==> src/rtl/enc_pkg.sv <==
// Shared definitions for the registered priority encoder: mode encodings and
// the index-width helper used to size ports from N.
package enc_pkg;

  localparam logic MODE_FIXED = 1'b0;
  localparam logic MODE_RR    = 1'b1;

  // Ceiling log2, usable in constant expressions; clog2(2) = 1.
  function automatic int clog2(input int value);
    int r;
    r = 0;
    while ((1 << r) < value) begin
      r++;
    end
    return r;
  endfunction

endpackage

==> src/rtl/prio_enc_core.sv <==
// Combinational request scanner: masked pass from the start pointer first,
// unmasked pass as the wrap-around fallback.
module prio_enc_core
  import enc_pkg::*;
#(
  parameter int N     = 16,
  parameter int IDX_W = clog2(N)
) (
  input  logic [N-1:0]     req,
  input  logic [IDX_W-1:0] start,
  input  logic             mode,
  output logic [IDX_W-1:0] idx,
  output logic             found
);

  logic [N-1:0]     mask;
  logic [N-1:0]     masked;
  logic [IDX_W-1:0] hi_idx;
  logic [IDX_W-1:0] lo_idx;
  logic             hi_found;
  logic             lo_found;

  // Fixed mode opens the whole mask so the first pass is plain LSB-wins.
  generate
    for (genvar gi = 0; gi < N; gi++) begin : g_mask
      assign mask[gi] = (mode == MODE_FIXED) || (IDX_W'(gi) >= start);
    end
  endgenerate

  assign masked = req & mask;

  always_comb begin
    hi_idx   = '0;
    hi_found = 1'b0;
    lo_idx   = '0;
    lo_found = 1'b0;
    for (int k = N - 1; k >= 0; k--) begin
      if (masked[k]) begin
        hi_idx   = IDX_W'(k);
        hi_found = 1'b1;
      end
      if (req[k]) begin
        lo_idx   = IDX_W'(k);
        lo_found = 1'b1;
      end
    end
  end

  // The masked set is a subset of req, so the unmasked pass decides "found".
  assign found = lo_found;
  assign idx   = hi_found ? hi_idx : lo_idx;

endmodule

==> src/rtl/prio_enc_rr.sv <==
// Registered fixed/round-robin priority encoder with a valid/ready output stage.
// Optional PRIO_ENC_ONEHOT_EN adds a registered one-hot copy of the grant.
module prio_enc_rr
  import enc_pkg::*;
#(
  parameter int N        = 16,
  parameter int IDX_W    = clog2(N),
  parameter int RST_MODE = 0
) (
  input  logic             clk,
  input  logic             rst,
  input  logic [N-1:0]     req_i,
  input  logic             mode_i,
  output logic             out_valid,
  output logic [IDX_W-1:0] out_idx,
  input  logic             out_ready,
  output logic             any_o,
  output logic [IDX_W-1:0] ptr_o
`ifdef PRIO_ENC_ONEHOT_EN
  ,
  output logic [N-1:0]     out_onehot
`endif
);

  logic             out_valid_reg;
  logic [IDX_W-1:0] out_idx_reg;
  logic [IDX_W-1:0] ptr_reg;
  logic [IDX_W-1:0] win_idx;
  logic             win_found;
  logic             load;
  logic             handshake;
  logic             unused_rst_mode;

  // RST_MODE is informational only; the scan mode always follows mode_i.
  assign unused_rst_mode = (RST_MODE != 0);

  prio_enc_core #(
    .N     (N),
    .IDX_W (IDX_W)
  ) u_core (
    .req   (req_i),
    .start (ptr_reg),
    .mode  (mode_i),
    .idx   (win_idx),
    .found (win_found)
  );

  assign load      = !out_valid_reg || out_ready;
  assign handshake = out_valid_reg && out_ready;

  // The new winner uses the pre-update pointer when load and handshake coincide.
  always_ff @(posedge clk) begin
    if (rst) begin
      out_valid_reg <= 1'b0;
      out_idx_reg   <= '0;
      ptr_reg       <= '0;
    end else begin
      if (handshake) begin
        ptr_reg <= (out_idx_reg == IDX_W'(N - 1)) ? '0 : out_idx_reg + IDX_W'(1);
      end
      if (load) begin
        out_valid_reg <= win_found;
        out_idx_reg   <= win_found ? win_idx : '0;
      end
    end
  end

`ifdef PRIO_ENC_ONEHOT_EN
  logic [N-1:0] onehot_reg;

  always_ff @(posedge clk) begin
    if (rst) begin
      onehot_reg <= '0;
    end else if (load) begin
      onehot_reg <= win_found ? ({{(N - 1){1'b0}}, 1'b1} << win_idx) : '0;
    end
  end

  assign out_onehot = onehot_reg;
`endif

  assign out_valid = out_valid_reg;
  assign out_idx   = out_idx_reg;
  assign ptr_o     = ptr_reg;
  assign any_o     = |req_i;

endmodule
==> config.mk <==
export PLATFORM = sky130hd
export DESIGN_NAME = prio_enc_rr
export DESIGN_NICKNAME = d
export VERILOG_FILES = /design/src/rtl/enc_pkg.sv /design/src/rtl/prio_enc_core.sv /design/src/rtl/prio_enc_rr.sv
export SDC_FILE = /design/constraint.sdc
export NUM_CORES = 1
export LEC_CHECK = 0
export BUFFER_PORTS_ARGS = -buffer_cell sky130_fd_sc_hd__buf_2
export CORE_UTILIZATION = 35
export DETAILED_ROUTE_END_ITERATION = 8
export PLACE_DENSITY = 0.58
export RECOVER_POWER = 25
export SLEW_MARGIN = 25
export SYNTH_ARGS = -nofsm -noshare
export SYNTH_HDL_FRONTEND = slang
export SYNTH_HIERARCHICAL = 1
export SYNTH_SLANG_ARGS = --single-unit
export TNS_END_PERCENT = 30
==> constraint.sdc <==
create_clock -name clk -period 2.4 [get_ports clk]
set_clock_uncertainty 0.2 [all_clocks]
set_input_delay 0.36 -clock clk [delete_from_list [all_inputs] [get_ports clk]]
set_output_delay 0.36 -clock clk [all_outputs]
set_load 0.005 [all_outputs]
==> results.yml, run 1 <==
pwr:
  power_mw: 0.467
  leakagePower_nw: 0.505
  p_clk_share_pct: 25.2
  p_int_mw: 0.294
  seq_power_share_pct: 37.4
  ir_worst_vdd_mv: 0.390
  p_switching_mw: 0.173
  combPwrFrac_pct: 37.4
  power.density_nw_per_um2: 337
  power_switching_share_pct: 37.1
sta:
  min_period_ns: 2.19
  finalCritPeriodShare_pct: 91.1
  hold_slack_ns: 0.180
  fin_tns_setup_ns: 0
  finalSetupViolCount: 0
  fmax_mhz: 458
  slew_viol_final: 0
  grt_setup_unrepaired: "false"
  hold_viol: 0
  max_slew.worst_pin.slew_ns: 0.443
  relSlewSlack_pct: 70.1
drt:
  drtIter0Drc: 90
  dr.pass1.iters: 4
  antenna_left: 0
  avgRoutedWirePerCell_um: 14.8
  route.vias.total: 1391
  drc_errors: 0
  viasPerCell: 5.84
  routed_wirelength_mm: 3.51
min_path:
  hold_class: "input port to flip-flop"
clock_network:
  numClockSinks: 9
  htree_levels: 1
  clk_latency_ns: 0.26
  cts.clk_slew.worst_paths_ns: 0.07
  root_buffer: "clkbuf_4"
  cts_resized: 0
  cts_tree: "built"
  post_cts_buffers: 0
  cts_max_path_buffers: 2
  cts_hold_buffers: 0
  cts_made_buffers: 3
cells_and_area:
  syn_to_final_growth_pct: 18.9
  nNetsFinal: 216
  layout_commonest_cell: "buf_2"
  layout-drive-gt1-share_pct: 27.3
  design_area_um2: 1390
  finalNonFillerCells: 238
  final_cell_mix: "buf_2, nor2_1, a21oi_1, nand2_1, o21ai_0"
  n_antenna_cell: 0
floorplanning:
  rows: 20
  fp.dieW_um: 59.7
  core_um2: 3100
  start_util_pct: 37.5
  ios: 30
  die_h_um: 59.7
  dieArea_um2: 3560
placement:
  place.gp.congestion: 0.909
  port_buffers: 29
  placedCellCount: 234
  placed_area_um2: 1360
  dp_hpwl_mm: 2.85
setup_path:
  cp-end-kind: "flip-flop"
  critical_path_peak_fanout: 6
  start_kind: "flip-flop"
  crit_type: "flip-flop to flip-flop"
  critPathArrivalTime_ns: 2.18
  crit_required_ns: 2.40
synth:
  synth_cell_types: 54
  synth_enable_flop_cells: 0
  synth_seq_cells: 9
  synth_top_area_share_pct: 15.5
  ys.flop_type: "dfxtp_1"
  syn_area_per_cell_um2: 7.24
  syn_area_um2: 1160
  synth_cells: 161
  synth_nets: 182
  yosysWarningCount: 6
  synthTopCellsByArea: "dfxtp_1, nor2_1, a21oi_1"
  ys_seq_area_share_pct: 15.5
  ys_async_sr_fraction_pct: 0
  synth_top_cell_by_area: "dfxtp_1"
run:
  drv_cap: 0
global_routing:
  first_global_vias: 1198
  gr-total-overflow: 0
  antenna_found_initial: 0
  grt_usage_pct: 20.9
  grt_pass1_wl_mm: 5.66
  grt_max_degree: 11
run_status:
  outcome: "complete, no violations"
## per-layer routing
metal	wire, um	up-vias	GRT usage, %	share of wire [%]
li1	-	689	-	-
met1	1610	647	29.9	46
met2	1630	51	32.4	46
met3	247	4	4.11	7.0
met4	27	0	3.99	0.77
met5	0	-	0	0
## final cells by class
cell class | count | area (um2)
timing repair buffer | 36 | 198
clock buffer | 4 | 26.3
fill | 338 | 1720
inverter | 8 | 35.0
multi-input combinational | 137 | 887
sequential | 9 | 184
tap | 44 | 55.1
## cell families after synthesis
logic type | synth area share [%]
AND/OR/NAND/NOR | 35.9
AO/OA/AOI/OAI | 37.2
buffers and inverters | 7.95
flip-flops | 15.5
multiplexers | 1.72
XOR/XNOR | 0.752
adder cells (fa/ha/maj) | 1.07
## synth_stat cells (3+ instances only)
master	n
o21ai_1	3
nor4_1	8
o211ai_1	5
and2_1	3
nand2b_1	4
nor2_1	20
nor2b_1	3
a31oi_1	3
inv_1	5
nand2_1	10
o21a_1	4
a211oi_1	3
a21oi_1	12
o21ai_0	10
nand3_1	8
o31ai_1	5
dfxtp_1	9
buf_6	3
## path summary, 6_finish.rpt
path	slack, ns	from	to	cells after the start
max	0.21	ptr_o[2]$_SDFFE_PP0P_	out_idx[0]$_SDFFE_PP0P_	9
min	0.18	rst	out_idx[3]$_SDFFE_PP0P_	2
max reg2reg	0.21	ptr_o[2]$_SDFFE_PP0P_	out_idx[0]$_SDFFE_PP0P_	9
min reg2reg	0.31	out_idx[3]$_SDFFE_PP0P_	out_idx[3]$_SDFFE_PP0P_	2
## power groups by stage
stage	registers, mW	clock network, mW	logic [mW]
4_1_cts	0.174	0.121	0.173
3_3_place_gp	0.177	0	0.171
5_1_grt	0.176	0.131	0.193
6_report	0.175	0.118	0.175
3_5_place_dp	0.177	0	0.172
2_1_floorplan	0.170	0	0.111
## through the flow
step | setup WS (ns) | utilization [%]
after floorplan | 0.400 | -
after CTS | 0.129 | 44.7
after global routing | 0.0832 | 44.6
after global placement | 0.138 | 43.8
final | 0.214 | 44.6
after detailed placement | 0.0744 | 43.8
## worst max-delay path, cell delays in order, from the launching register on
cell and delay, ns:
dfxtp_1 0.36, buf_4 0.18, o211ai_1 0.21, and2_1 0.17, a31oi_1 0.05, o311a_1 0.30
o31ai_1 0.29, a32o_1 0.17, nand3_1 0.07, a21oi_1 0.14
Note: power is estimated with default switching activity, not from simulation.
==> run 2, diff against run 1 <==
- SYNTH_HIERARCHICAL: 1 -> unset
==> run 2 against run 1 <==
The run now ends with design-rule violations left. Sequential power fell by 3%. Total power down 5.5%. Worst hold slack got worse by 0.0079 ns. Via count is 0.79% higher. First-iteration DRC count shrank 11%. Design area grew 0.90%. Sequential share of layout area down 0.12 points. Cell count increased by 0.42%. Highest routed layer unchanged.
==> results.yml, run 2 <==
setup_path:
  critPathArrivalTime_ns: 2.22
  crit_path_start: "ptr_o[3]$_SDFFE_PP0P_"
  start_kind: "flip-flop"
  rr_startpoint: "ptr_o[3]$_SDFFE_PP0P_"
  crit_type: "flip-flop to flip-flop"
  crit_required_ns: 2.34
  critical_path_peak_fanout: 8
  cp-end-kind: "flip-flop"
global_routing:
  grt_pass1_wl_mm: 5.73
  gr-total-overflow: 0
  antenna_found_initial: 0
  grt_max_degree: 15
  grt_usage_pct: 22.2
  first_global_vias: 1283
clock_network:
  clk_latency_ns: 0.25
  cts_made_buffers: 3
  numClockSinks: 9
  cts_tree: "built"
  root_buffer: "clkbuf_4"
  htree_levels: 1
  cts_max_path_buffers: 2
  post_cts_buffers: 0
  cts.clk_slew.worst_paths_ns: 0.06
floorplanning:
  fp.dieW_um: 57.3
  start_util_pct: 37.9
  core_um2: 2830
  die_h_um: 57.3
  ios: 30
  rows: 19
  dieArea_um2: 3290
synth:
  synth_top_cells_by_count: "nor2_1, a21oi_1, nand2_1, dfxtp_1, o21ai_0"
  synth_top_cell_by_area: "dfxtp_1"
  synth_cell_types: 47
  ys_seq_area_share_pct: 16.8
  ys.flop_type: "dfxtp_1"
  syn_area_per_cell_um2: 6.61
  synth_enable_flop_cells: 0
  synth_seq_cells: 9
  synth_top_area_share_pct: 16.8
  synth_nets: 183
  synth.most_common_cell: "nor2_1"
  yosysWarningCount: 0
  syn_area_um2: 1070
  synth_cells: 162
  ys_async_sr_fraction_pct: 0
  synthTopCellsByArea: "dfxtp_1, a21oi_1, nor2_1"
sta:
  grt_setup_unrepaired: "false"
  slew_viol_final: 0
  hold_viol: 0
  fmax_mhz: 439
  finalSetupViolCount: 0
  relSlewSlack_pct: 64.1
  min_period_ns: 2.28
  max_slew.worst_pin.slew_ns: 0.525
  finalWorstSetupSlack_ns: 0.124
  finalCritPeriodShare_pct: 94.8
cells_and_area:
  nNetsFinal: 230
  final_cell_mix: "buf_2, nor2_1, a21oi_1, buf_4, nand2_1"
  layout_commonest_cell: "buf_2"
  layout-drive-gt1-share_pct: 28.8
  finalNonFillerCells: 239
  n_antenna_cell: 0
  syn_to_final_growth_pct: 30.5
min_path:
  hold_class: "input port to flip-flop"
  min_from: "out_ready"
drt:
  avgRoutedWirePerCell_um: 14.7
  routed_wirelength_mm: 3.53
  viasPerCell: 5.87
  drc_errors: 2
  route.vias.total: 1402
  antenna_left: 0
  dr.pass1.iters: 6
  drtIter0Drc: 80
run_status:
  outcome: "finished, violations left"
  violations: "design-rule violations"
placement:
  placedCellCount: 235
  port_buffers: 29
  post-place-ws_ns: -0.0635
  dp_hpwl_mm: 2.90
  place.gp.congestion: 0.912
pwr:
  leakagePower_nw: 0.585
  ir_worst_vdd_mv: 0.270
  power.density_nw_per_um2: 316
run:
  drv_cap: 0
-- run 2: cell count changes in the layout (fill, tap and decap cells not counted), sizes merged, moves of 5 or more --
cell | previous run | this run
buf | 36 | 49
a21oi | 12 | 21
nor4 | 9 | 3
o21ai | 14 | 8
nor2 | 20 | 25
-- run 2: report_power, final --
| part | internal (mW) | leakage, nW | switching, mW |
|---|---|---|---|
| Combinational | 0.0730 | 0.495 | 0.0884 |
| Sequential | 0.158 | 0.0751 | 0.0118 |
| Clock | 0.0637 | 0.0150 | 0.0471 |
| Total | 0.294 | 0.585 | 0.147 |
-- run 2: through the flow --
stage	total power [mW]	util (%)	setup TNS (ns)	instance area, um2	hold WS [ns]
4_1_cts	0.444	49.0	0	1390	0.167
3_5_place_dp	0.330	48.1	-0.0635	1360	0.307
5_1_grt	0.475	49.4	0	1400	0.177
6_report	0.442	49.4	0	1400	0.172
2_1_floorplan	0.253	-	0	1070	0.276
3_3_place_gp	0.329	48.1	-0.0608	1360	0.292
-- run 2: layout make-up --
type | instances | area (um2)
inverter | 6 | 22.5
multi-input combinational | 140 | 831
clock buffer | 4 | 26.3
sequential | 9 | 184
tap | 31 | 38.8
timing repair buffer | 49 | 295
fill | 303 | 1430
-- run 2: logic make-up (layout without fill, tap and decap cells) --
logic type | count (synthesis) | count (layout) | synth area share [%]
buf+inv | 13 | 59 | 6.19
mux | 1 | 1 | 0.935
simple gates | 76 | 76 | 35.2
compound gates | 61 | 61 | 38.9
flops | 9 | 9 | 16.8
xor+xnor | 1 | 1 | 0.818
fa+ha+maj | 1 | 1 | 1.17
-- run 2: path summary, 6_finish.rpt --
| check | depth (start not counted) | slack (ns) | to |
|---|---|---|---|
| max | 7 | 0.12 | out_idx[0]$_SDFFE_PP0P_ |
| min | 2 | 0.17 | ptr_o[3]$_SDFFE_PP0P_ |
| max reg2reg | 7 | 0.12 | out_idx[0]$_SDFFE_PP0P_ |
| min reg2reg | 2 | 0.32 | out_idx[3]$_SDFFE_PP0P_ |
-- run 2: routing by layer --
metal | wire [um] | vias up | part of all wire [%] | track usage [%]
li1 | - | 703 | - | -
met1 | 1560 | 632 | 44 | 31.5
met2 | 1650 | 61 | 47 | 36.6
met3 | 271 | 6 | 7.7 | 1.81
met4 | 38 | 0 | 1.1 | 5.23
met5 | 0 | - | 0 | 0
-- run 2: worst max-delay path, cell delays in order, from the launching register on --
cell and delay, ns:
dfxtp_1 0.41, buf_4 0.19, and2_1 0.22, a21oi_1 0.09, a32o_1 0.22, o311ai_0 0.40
o211ai_1 0.16, a32o_1 0.28
-- run 2: timing repair --
action / CTS / global route
endpoints found under the setup margin: 0 / 3
hold buffers: 0 / 0
resized for setup: 0 / 5
